### src/rtl/spm_arbiter.sv
// spm_arbiter: shares the single-port data scratchpad between the CPU memory
// stage and an external bus master (debug/DMA).
//
// Ports:
//   clk, rst_n                     clock, asynchronous active-low reset
//   cpu_req/we/addr/wdata/byteena  CPU access request and payload
//   cpu_gnt, cpu_stall             CPU grant (same cycle) and pipeline stall
//   cpu_rvalid                     CPU read data valid (cycle after grant)
//   ext_req/we/addr/wdata/byteena  external access request and payload
//   ext_lock                       external master asks to keep ownership
//   ext_gnt, ext_rvalid            external grant and read data valid
//   spm_rd_data, rd_data           SPM read data in, shared read data out
//   spm_cs/we/addr/wr_data/byteena SPM macro controls, muxed from the winner
//
// The CPU wins by default. A starvation counter forces the external port to
// win after STARVE_LIMIT consecutive denied cycles, and ext_lock lets the
// external master hold the SPM for at most LOCK_MAX consecutive grants.
module spm_arbiter #(
    parameter int unsigned STARVE_LIMIT = 4,
    parameter int unsigned LOCK_MAX     = 8
) (
    input  logic        clk,
    input  logic        rst_n,

    input  logic        cpu_req,
    input  logic        cpu_we,
    input  logic [31:0] cpu_addr,
    input  logic [31:0] cpu_wdata,
    input  logic [3:0]  cpu_byteena,
    output logic        cpu_gnt,
    output logic        cpu_stall,
    output logic        cpu_rvalid,

    input  logic        ext_req,
    input  logic        ext_we,
    input  logic [31:0] ext_addr,
    input  logic [31:0] ext_wdata,
    input  logic [3:0]  ext_byteena,
    input  logic        ext_lock,
    output logic        ext_gnt,
    output logic        ext_rvalid,

    input  logic [31:0] spm_rd_data,
    output logic [31:0] rd_data,

    output logic        spm_cs,
    output logic        spm_we,
    output logic [31:0] spm_addr,
    output logic [31:0] spm_wr_data,
    output logic [3:0]  spm_byteena
);

    localparam int unsigned CNT_W   = 4;
    localparam int unsigned CNT_MAX = (1 << CNT_W) - 1;

    localparam logic [CNT_W-1:0] STARVE_LIM_C = CNT_W'(STARVE_LIMIT);
    localparam logic [CNT_W-1:0] LOCK_MAX_C   = CNT_W'(LOCK_MAX);
    localparam logic [CNT_W-1:0] CNT_SAT_C    = CNT_W'(CNT_MAX);

    typedef enum logic [1:0] {
        OWN_IDLE = 2'd0,
        OWN_CPU  = 2'd1,
        OWN_EXT  = 2'd2
    } owner_t;

    owner_t            owner;
    owner_t            owner_nxt;
    logic [CNT_W-1:0]  starve_cnt;
    logic [CNT_W-1:0]  starve_cnt_nxt;
    logic [CNT_W-1:0]  lock_cnt;
    logic [CNT_W-1:0]  lock_cnt_nxt;
    logic              lock_prev;
    logic              lock_prev_nxt;
    logic              force_ext;
    logic              lock_ext;

    // Owner, counters, lock flag and read-valid registers
    always_ff @(posedge clk or negedge rst_n) begin
        if (!rst_n) begin
            owner      <= OWN_IDLE;
            starve_cnt <= '0;
            lock_cnt   <= '0;
            lock_prev  <= 1'b0;
            cpu_rvalid <= 1'b0;
            ext_rvalid <= 1'b0;
        end else begin
            owner      <= owner_nxt;
            starve_cnt <= starve_cnt_nxt;
            lock_cnt   <= lock_cnt_nxt;
            lock_prev  <= lock_prev_nxt;
            cpu_rvalid <= cpu_gnt & ~cpu_we;
            ext_rvalid <= ext_gnt & ~ext_we;
        end
    end

    // Grant decision and next-state for owner and counters
    always_comb begin
        owner_nxt      = OWN_IDLE;
        cpu_gnt        = 1'b0;
        ext_gnt        = 1'b0;
        starve_cnt_nxt = '0;
        lock_cnt_nxt   = '0;
        lock_prev_nxt  = lock_prev;

        force_ext = ext_req && (starve_cnt == STARVE_LIM_C);
        lock_ext  = ext_req && (owner == OWN_EXT) && lock_prev &&
                    (lock_cnt < LOCK_MAX_C);

        // Starvation and lock overrides both pick EXT; otherwise CPU first
        if (force_ext || lock_ext) begin
            ext_gnt   = 1'b1;
            owner_nxt = OWN_EXT;
        end else if (cpu_req) begin
            cpu_gnt   = 1'b1;
            owner_nxt = OWN_CPU;
        end else if (ext_req) begin
            ext_gnt   = 1'b1;
            owner_nxt = OWN_EXT;
        end

        // Count consecutive denied external cycles, holding at the limit
        if (ext_req && !ext_gnt) begin
            if (starve_cnt == STARVE_LIM_C) begin
                starve_cnt_nxt = starve_cnt;
            end else begin
                starve_cnt_nxt = starve_cnt + CNT_W'(1);
            end
        end

        // Burst length; saturates so an unlocked run of EXT grants cannot wrap
        if (ext_gnt) begin
            if (owner != OWN_EXT) begin
                lock_cnt_nxt = CNT_W'(1);
            end else if (lock_cnt == CNT_SAT_C) begin
                lock_cnt_nxt = lock_cnt;
            end else begin
                lock_cnt_nxt = lock_cnt + CNT_W'(1);
            end
        end

        // Lock request is sampled only on cycles where somebody is granted
        if (ext_gnt) begin
            lock_prev_nxt = ext_lock;
        end else if (cpu_gnt) begin
            lock_prev_nxt = 1'b0;
        end
    end

    assign cpu_stall = cpu_req & ~cpu_gnt;
    assign rd_data   = spm_rd_data;
    assign spm_cs    = cpu_gnt | ext_gnt;

    // SPM payload from the winning port, zero when idle
    always_comb begin
        spm_we      = 1'b0;
        spm_addr    = '0;
        spm_wr_data = '0;
        spm_byteena = '0;
        if (cpu_gnt) begin
            spm_we      = cpu_we;
            spm_addr    = cpu_addr;
            spm_wr_data = cpu_wdata;
            spm_byteena = cpu_byteena;
        end else if (ext_gnt) begin
            spm_we      = ext_we;
            spm_addr    = ext_addr;
            spm_wr_data = ext_wdata;
            spm_byteena = ext_byteena;
        end
    end

endmodule
### config.mk
export PLATFORM = sky130hd
export DESIGN_NAME = spm_arbiter
export DESIGN_NICKNAME = d
export VERILOG_FILES = /design/src/rtl/spm_arbiter.sv
export SDC_FILE = /design/constraint.sdc
export NUM_CORES = 1
export LEC_CHECK = 0
export ABC_AREA = 1
export ABC_CLOCK_PERIOD_IN_PS = 1900
export CAP_MARGIN = 10
export CELL_PAD_IN_SITES_DETAIL_PLACEMENT = 1
export CELL_PAD_IN_SITES_GLOBAL_PLACEMENT = 1
export CORE_MARGIN = 2
export CORE_UTILIZATION = 14
export CTS_BUF_LIST = sky130_fd_sc_hd__clkbuf_2
export DETAILED_ROUTE_END_ITERATION = 10
export GPL_ROUTABILITY_DRIVEN = 1
export GPL_TIMING_DRIVEN = 0
export PLACE_DENSITY_LB_ADDON = 0.1
export SLEW_MARGIN = 40
export SYNTH_ARGS = -nofsm -noshare
export SYNTH_HDL_FRONTEND = slang
export SYNTH_SLANG_ARGS = --single-unit
### constraint.sdc
create_clock -name clk -period 1.9 [get_ports clk]
set_input_delay 0.57 -clock clk [delete_from_list [all_inputs] [get_ports clk]]
set_output_delay 0.57 -clock clk [all_outputs]
set_load 0.01 [all_outputs]
==> metrics.md, run 1 <==
| Metric | Value |
|---|---|
| Tmin final | `roughly 2.5 ns` |
| Number of warning messages in the yosys log | `0` |
| Unrepaired setup endpoints after global routing | `true` |
| Pint | `1050 uW` |
| Most numerous cell in the Yosys netlist | `nand3_1` |
| Hold-fix buffers, CTS | `0` |
| Static leakage | `between 0.002 and 0.003 uW` |
| Vertical die dimension | `roughly 120 um` |
| Total clock buffers created by CTS | `3` |
| Number of setup violations in the final report | `a little over 70` |
| Nets | `about 810` |
| Total power consumption of the routed design | `1630 uW` |
| H-tree depth reported by CTS | `1` |
| Share of total power consumed by net switching | `0.357` |
| Filler Cells Inserted | `1,678` |
| Clock Skews | `0.00127 ns` |
| DP Cell Count | `769` |
| Worst reg-to-reg path cell count | `9` |
| Clock-pin slew reported for the worst setup and hold paths after clock tree synthesis | `roughly 0.13 ns` |
| Clk root buf | `clkbuf_2` |
| Number of standard-cell rows in the floorplan | `43` |
| Worst-case headroom to the max-slew limit | `0.595` |
| Share of synthesized flip-flops with an asynchronous set or reset | `1.00` |
| Biggest area contributors in the synthesized netlist | `nand3_1 (37%), dfrtp_1 (16%), nand2_1 (15%)` |
| Multi-input logic area | `roughly 0.0017 mm2` |
| Synthesis-to-finish area growth | `185%` |
| Clock Latency Late Sink | `0.27 ns` |
| Number of max-capacitance violations reported | `0` |
| Largest delay contributor family on the critical path | `buffers and inverters` |
| Pre-CTS WS | `-1.29 ns` |
| Overall Global Routing Usage | `0.157` |
| Crit path required time | `approximately 1.3 ns` |
| Area after DPL | `between 0.004 and 0.005 mm2` |
| Part of the total power dissipated in sequential elements | `0.178` |
| Initial core utilization | `0.143` |
| Max-slew violation count | `0` |
| Via count | `~3,500` |
| Sum of routed wire length over all layers | `13.4 mm` |
| Most used cell along the critical path | `clkbuf_16` |
| Number of buffers and inverters on the critical path | `5` |
| Combinational fraction of design power | `0.731` |
| Fin cells | `slightly above 800` |
| Worst hold path class | `flip-flop to flip-flop` |
| Largest stage delay, worst path | `approximately 0.42 ns` |
| Core region area | `around 0.014 mm2` |
| DIE AREA | `~0.015 mm2` |
| Fmax | `roughly 0.4 GHz` |
| Result of the run | `finished with violations` |
| Most used flip-flop cell after synthesis | `dfrtp_1` |
| Diodes inserted | `0` |
| Horiz. Die Dim | `123 um` |
| Number of instances on the worst hold path | `2` |
| Via density | `between 4 and 5` |
| Worst setup path class | `flip-flop to output pin` |
| Type of element launching the critical path | `flip-flop` |
| Share of the synthesized area in the top cell type | `0.366` |
| Switching power of the nets | `slightly below 600 uW` |
| Leading area contributor after synthesis | `nand3_1` |
| Global-route wire length before repair | `about 19 mm` |
| CTS tree | `built` |
| Data arrival, critical path | `roughly 1.9 ns` |
| Syn Std Cell Area | `between 0.0015 and 0.002 mm2` |
| Violated checks | `setup timing` |
| 1st-pass router iterations | `4` |
| Detailed-route DRC error count | `0` |
| Number of enable-type register cells in the synthesized netlist | `0` |
| Synthesized area divided by synthesized cell count | `a little under 6 um2` |
| Clock Tree Buf Depth | `2` |
| Area used by sequential logic in the layout | `around 330 um2` |
| Clock network fraction of design power | `0.091` |
| Part of the cycle the worst path needs | `1.29` |
| # port buffers | `between 200 and 250` |
| Final estimated routing congestion in global placement | `between 0.7 and 0.8` |
| Mapped Nets | `519` |
| Maximum number of pins on one net before global-route repair | `14` |
| Proportion of layout cells with a drive suffix above 1 | `0.445` |
| Cell count after synthesis | `between 300 and 400` |
| Per-cell routed wire length | `16.6 um` |
| Dpl hpwl | `roughly 9.8 mm` |
| Final design instance area without fill | `roughly 0.0056 mm2` |
| Critical path peak fanout | `6` |
| Part of the Yosys area used for sequential elements | `0.164` |
| Setup slack of the most critical reg-to-reg path | `roughly 0.22 ns` |
| Worst-margin pin slew | `between 0.6 and 0.7 ns` |
| Nature of the critical path endpoint | `output pin` |
| Post-route worst setup slack | `-0.556 ns` |
| Post-synthesis sequential element count | `13` |
| Worst hold margin | `between 0.5 and 0.6 ns` |
| Synth top cells by count | `nand3_1 (145), nand2_1 (81), buf_4 (36)` |
| Cell chain of the critical path | `inv_1 > ha_2 > nand3b_1 > buf_4 > nand3_4 > clkbuf_16 > clkbuf_16 > nand3_1 > nand2_1 > buf_6` |
| Count of unique library cells instantiated by Yosys | `19` |
| Overflow left after global routing | `0` |
| Total number of clock tree sinks | `13` |
| Worst-case vdd ir drop | `122 uV` |
| Boundary Pins | `approximately 280` |
| Number of logic stages on the critical path including buffering | `10` |
| Slowest cell on the critical path | `dfrtp_1` |
| Final hold violation count | `0` |
| DRC violation total after the first TritonRoute iteration | `56` |
| Number of antenna violations at the first check in global routing | `0` |
| Post-detailed-route count of antenna-violating nets | `0` |
| Number of global-route vias before repair | `approximately 3,700` |
| PD cells | `289 mW/mm2` |
[flip-flops by register name, summed over array words and instances (netlist names)]
| name | count |
|---|---|
| lock_cnt | 4 |
| lock_prev | 1 |
| cpu_rvalid | 1 |
| owner | 2 |
| ext_rvalid | 1 |
| starve_cnt | 4 |
[path summary, 6_finish.rpt]
check                                   start             to
worst max-delay path            starve_cnt[0]    spm_addr[1]
worst min-delay path                lock_prev      lock_prev
worst max register to register  starve_cnt[0]  starve_cnt[3]
worst min register to register      lock_prev      lock_prev
max in group asynchronous               rst_n  starve_cnt[3]
min in group asynchronous               rst_n  starve_cnt[0]
[worst min-delay path: stages (launching register included)]
cell and delay (ns):
dfrtp_1 0.39, nand3_1 0.08, nand2_1 0.06
[cell usage in the layout (no fill, tap or decap), types with 4 or more instances in the layout]
master,synthesis,layout
buf_1,11,4
nor2_1,10,9
nor3_1,4,4
buf_2,9,37
nand2_2,1,25
clkbuf_16,0,4
inv_1,13,10
buf_8,0,6
clkbuf_2,0,4
buf_4,36,50
clkdlybuf4s50_1,0,174
nand2_1,81,54
buf_6,5,62
nand2_4,0,4
nand3_4,0,6
nand3_1,145,70
dfrtp_1,13,13
nand3_2,1,70
[metrics by stage]
| step | util | TNS [ns] |
|---|---|---|
| after floorplan | - | 0 |
| after global placement | 0.338 | -87.53 |
| after detailed placement | 0.338 | -87.12 |
| after CTS | 0.376 | -37.86 |
| after global routing | 0.407 | -46.24 |
| final | 0.407 | -35.49 |
[layer usage]
layer / vias to the layer above / GRT usage / wire (um)
li1: 1688 / - / -
met3: 4 / 0.0475 / 1280
met4: 0 / 0.0156 / 31
met2: 158 / 0.307 / 7290
met1: 1654 / 0.170 / 4820
met5: - / 0 / 0
[cell type report]
cell class,count,area share
plain buffers,60,0.0909
clock buffers,4,0.00355
inverters,13,0.00975
multi-input cells,253,0.303
flip-flops and latches,13,0.0576
well taps,180,0.0399
repair buffers,284,0.495
[what timing repair did]
action                     4_1_cts  5_1_grt
cloned                           6        4
hold endpoints to repair         0        0
pin swaps                       38       50
setup buffers                   28        1
setup endpoints to repair       73       73
gates resized for setup        438       87
[cells by family after synthesis]
kind of cell	synth area share
buffers and inverters	0.237
adder cells (fa/ha/maj)	0.0189
flip-flops	0.164
AND/OR/NAND/NOR	0.564
XOR/XNOR	0.00884
AO/OA/AOI/OAI	0.00757
[power groups by stage]
stage	registers [uW]	logic, uW	clock network [uW]
floorplan	296	352	0
global placement	296	1030	0
detailed placement	296	1040	0
CTS	290	1090	161
global route	292	1280	173
finish	290	1190	150
Power figures use the tool's default switching activity.
==> run 2: changes to the inputs <==
--- a/config.mk
+++ b/config.mk
@@ -15,7 +15,7 @@
 export CTS_BUF_LIST = sky130_fd_sc_hd__clkbuf_2
 export DETAILED_ROUTE_END_ITERATION = 10
 export GPL_ROUTABILITY_DRIVEN = 1
-export GPL_TIMING_DRIVEN = 0
+export GPL_TIMING_DRIVEN = 1
 export PLACE_DENSITY_LB_ADDON = 0.1
 export SLEW_MARGIN = 40
 export SYNTH_ARGS = -nofsm -noshare
==> constraint.sdc (replaced) <==
create_clock -name clk -period 1.9 [get_ports clk]
set_input_delay 0.57 -clock clk [delete_from_list [all_inputs] [get_ports clk]]
set_output_delay 0.57 -clock clk [all_outputs]
set_load 0.05 [all_outputs]
==> run 2 against run 1 <==
Against the previous run: the flow still finishes with violations (setup timing); critical path depth fell by 1; clock-buffer cell count stayed put; non-clock buffer count shrank 83; register-to-register slack better by 0.21 ns; die area unchanged; sequential power barely moved; cell count fell by 10%; clock skew up 0.014 ns; global-route usage shrank 2.2 points.
==> metrics.md, run 2 (synthesized netlist as in run 1, its figures left out) <==
| Metric | Value |
|---|---|
| Total number of clock tree sinks | `13 (unchanged)` |
| Via count | `3,114 (-11%)` |
| H-tree depth reported by CTS | `1 (unchanged)` |
| Via density | `4.31 (-0.81%)` |
| Detailed-route DRC error count | `0 (unchanged)` |
| Critical path peak fanout | `30 (+24)` |
| Number of setup violations in the final report | `72 (unchanged)` |
| DP Cell Count | `714 (-7.2%)` |
| Most frequent standard cell in the layout excluding fill and tap cells | `clkdlybuf4s50_1` |
| Maximum number of pins on one net before global-route repair | `33 (+19)` |
| Share of total power consumed by net switching | `0.468 (+0.111)` |
| Part of the cycle the worst path needs | `1.25 (-0.0421)` |
| Data arrival, critical path | `1.81 ns (-0.08 ns)` |
| Nets | `722 (-10%)` |
| Static leakage | `0.00234 uW (-11%)` |
| Dpl hpwl | `8.63 mm (-12%)` |
| Largest regs | `lock_cnt x4, starve_cnt x4, owner x2` |
| Number of standard-cell rows in the floorplan | `43 (unchanged)` |
| DRC violation total after the first TritonRoute iteration | `47 (-16%)` |
| Nature of the critical path endpoint | `output pin` |
| Vertical die dimension | `123 um (unchanged)` |
| Accumulated negative setup slack | `-30.27 ns (+5.22 ns)` |
| Final estimated routing congestion in global placement | `0.760 (+1.6%)` |
| Post-route worst setup slack | `-0.476 ns (+0.0800 ns)` |
| Clock network fraction of design power | `0.076 (-0.015)` |
| Clock Skews | `0.0158 ns (+0.0145 ns)` |
| FF-to-FF End | `owner[1]` |
| Result of the run | `finished with violations` |
| Core region area | `0.0139 mm2 (unchanged)` |
| Violated checks | `setup timing` |
| Number of max-capacitance violations reported | `0 (unchanged)` |
| Clock-pin slew reported for the worst setup and hold paths after clock tree synthesis | `0.12 ns (about the same)` |
| Per-cell routed wire length | `15.7 um (-5.7%)` |
| Number of antenna violations at the first check in global routing | `0 (unchanged)` |
| Number of global-route vias before repair | `3,183 (-13%)` |
| Combinational fraction of design power | `0.776 (+0.045)` |
| Clk root buf | `clkbuf_2` |
| Worst reg-to-reg path cell count | `8 (-1)` |
| Max-slew violation count | `0 (unchanged)` |
| Fin cells | `723 (-10%)` |
| Worst-margin pin slew | `0.224 ns (-0.382 ns)` |
| Overall Global Routing Usage | `0.135 (-0.0223)` |
| Crit path required time | `1.33 ns (about the same)` |
| Hold-fix buffers, CTS | `0 (unchanged)` |
| Clock Latency Late Sink | `0.28 ns (about the same)` |
| Synthesis-to-finish area growth | `162%` |
| Part of the total power dissipated in sequential elements | `0.148 (-0.030)` |
| Fmax | `0.421 GHz (+3.4%)` |
| Tmin final | `2.38 ns (-0.0800 ns)` |
| # port buffers | `217 (-13%)` |
| Crit path from | `starve_cnt[0]` |
| Worst-case headroom to the max-slew limit | `0.851 (+0.256)` |
| FF-to-FF Start | `starve_cnt[0]` |
| PD cells | `378 mW/mm2 (+30%)` |
| Total power consumption of the routed design | `1960 uW (+20%)` |
| Initial core utilization | `0.143 (unchanged)` |
| Boundary Pins | `282 (unchanged)` |
| Filler Cells Inserted | `1,638 (-2.4%)` |
| Type of element launching the critical path | `flip-flop` |
| Total clock buffers created by CTS | `3 (unchanged)` |
| Unrepaired setup endpoints after global routing | `true` |
| Overflow left after global routing | `0 (unchanged)` |
| CTS tree | `built` |
| 1st-pass router iterations | `4 (unchanged)` |
| Capturing element of the worst setup path | `spm_addr[11]` |
| Final hold violation count | `0 (unchanged)` |
| Commonest cells after routing, fill and taps aside | `clkdlybuf4s50_1 (140), nand3_1 (123), nand2_4 (47)` |
| Sum of routed wire length over all layers | `11.3 mm (-16%)` |
| Post-detailed-route count of antenna-violating nets | `0 (unchanged)` |
| Pint | `1040 uW (-0.90%)` |
| DIE AREA | `0.0151 mm2 (unchanged)` |
| Proportion of layout cells with a drive suffix above 1 | `0.411 (-0.0343)` |
| Worst setup path class | `flip-flop to output pin` |
| Global-route wire length before repair | `16.1 mm (-15%)` |
| Diodes inserted | `0 (unchanged)` |
| Setup slack of the most critical reg-to-reg path | `0.43 ns (+0.21 ns)` |
| Switching power of the nets | `917 uW (+57%)` |
| Worst-case vdd ir drop | `158 uV (+29%)` |
| Clock Tree Buf Depth | `2 (unchanged)` |
| Post-Route Utilization | `0.374 (-0.0332)` |
| Horiz. Die Dim | `123 um (unchanged)` |
| Worst hold path class | `flip-flop to flip-flop` |
## run 2: worst min path at each step
stage | startpoint | end | slack (ns) | depth (start not counted)
2_1_floorplan | rst_n | cpu_rvalid | 0.27 | 0
3_3_place_gp | lock_prev | lock_prev | 0.50 | 2
3_5_place_dp | lock_prev | lock_prev | 0.51 | 2
4_1_cts | lock_prev | lock_prev | 0.54 | 2
5_1_grt | starve_cnt[0] | starve_cnt[0] | 0.56 | 2
6_report | lock_prev | lock_prev | 0.54 | 2
## run 2: area by class of cell
class                           instances  area, um2  area share
Inverter                               13       51.3     0.00989
Multi-Input combinational cell        252       1720       0.331
Sequential cell                        13        325      0.0627
Tap cell                              180        225      0.0434
Timing Repair Buffer                  261       2850       0.549
Clock buffer                            4       20.0     0.00386
## run 2: stage by stage
stage	hold WS [ns]	setup slack, ns	cell area [um2]
6_report	0.536	-0.476	5180
4_1_cts	0.542	-0.525	5090
3_3_place_gp	0.504	-0.220	4620
2_1_floorplan	0.274	-0.0212	2410
5_1_grt	0.562	-0.626	5180
3_5_place_dp	0.511	-0.228	4620
## run 2: metal layers
layer  track usage  wire length, um  up-vias
met5             0                0        -
met4        0.0277               79        0
met3        0.0466             1200        8
met2         0.254             5770      140
met1         0.145             4290     1451
li1              -                -     1515
## run 2: power by group through the flow
stage	combinational (uW)	clock (uW)	sequential, uW
2_1_floorplan	937	0	302
3_3_place_gp	1370	0	295
3_5_place_dp	1380	0	295
4_1_cts	1510	160	290
5_1_grt	1600	177	291
6_report	1520	149	290
## run 2: timing repair
item                                    CTS  global route
gates cloned                              2             2
setup buffers                             1             0
resized for setup                        97            16
pin swaps                                 2             0
endpoints found under the setup margin   73            73
## run 2: worst max-delay path, stage by stage, from the launching register on
cell	delay [ns]
dfrtp_1	0.36
inv_1	0.05
ha_1	0.19
nand3b_1	0.11
nand2_1	0.10
nand2_4	0.12
buf_12	0.19
nand3_1	0.14
nand2_4	0.07
buf_4	0.19
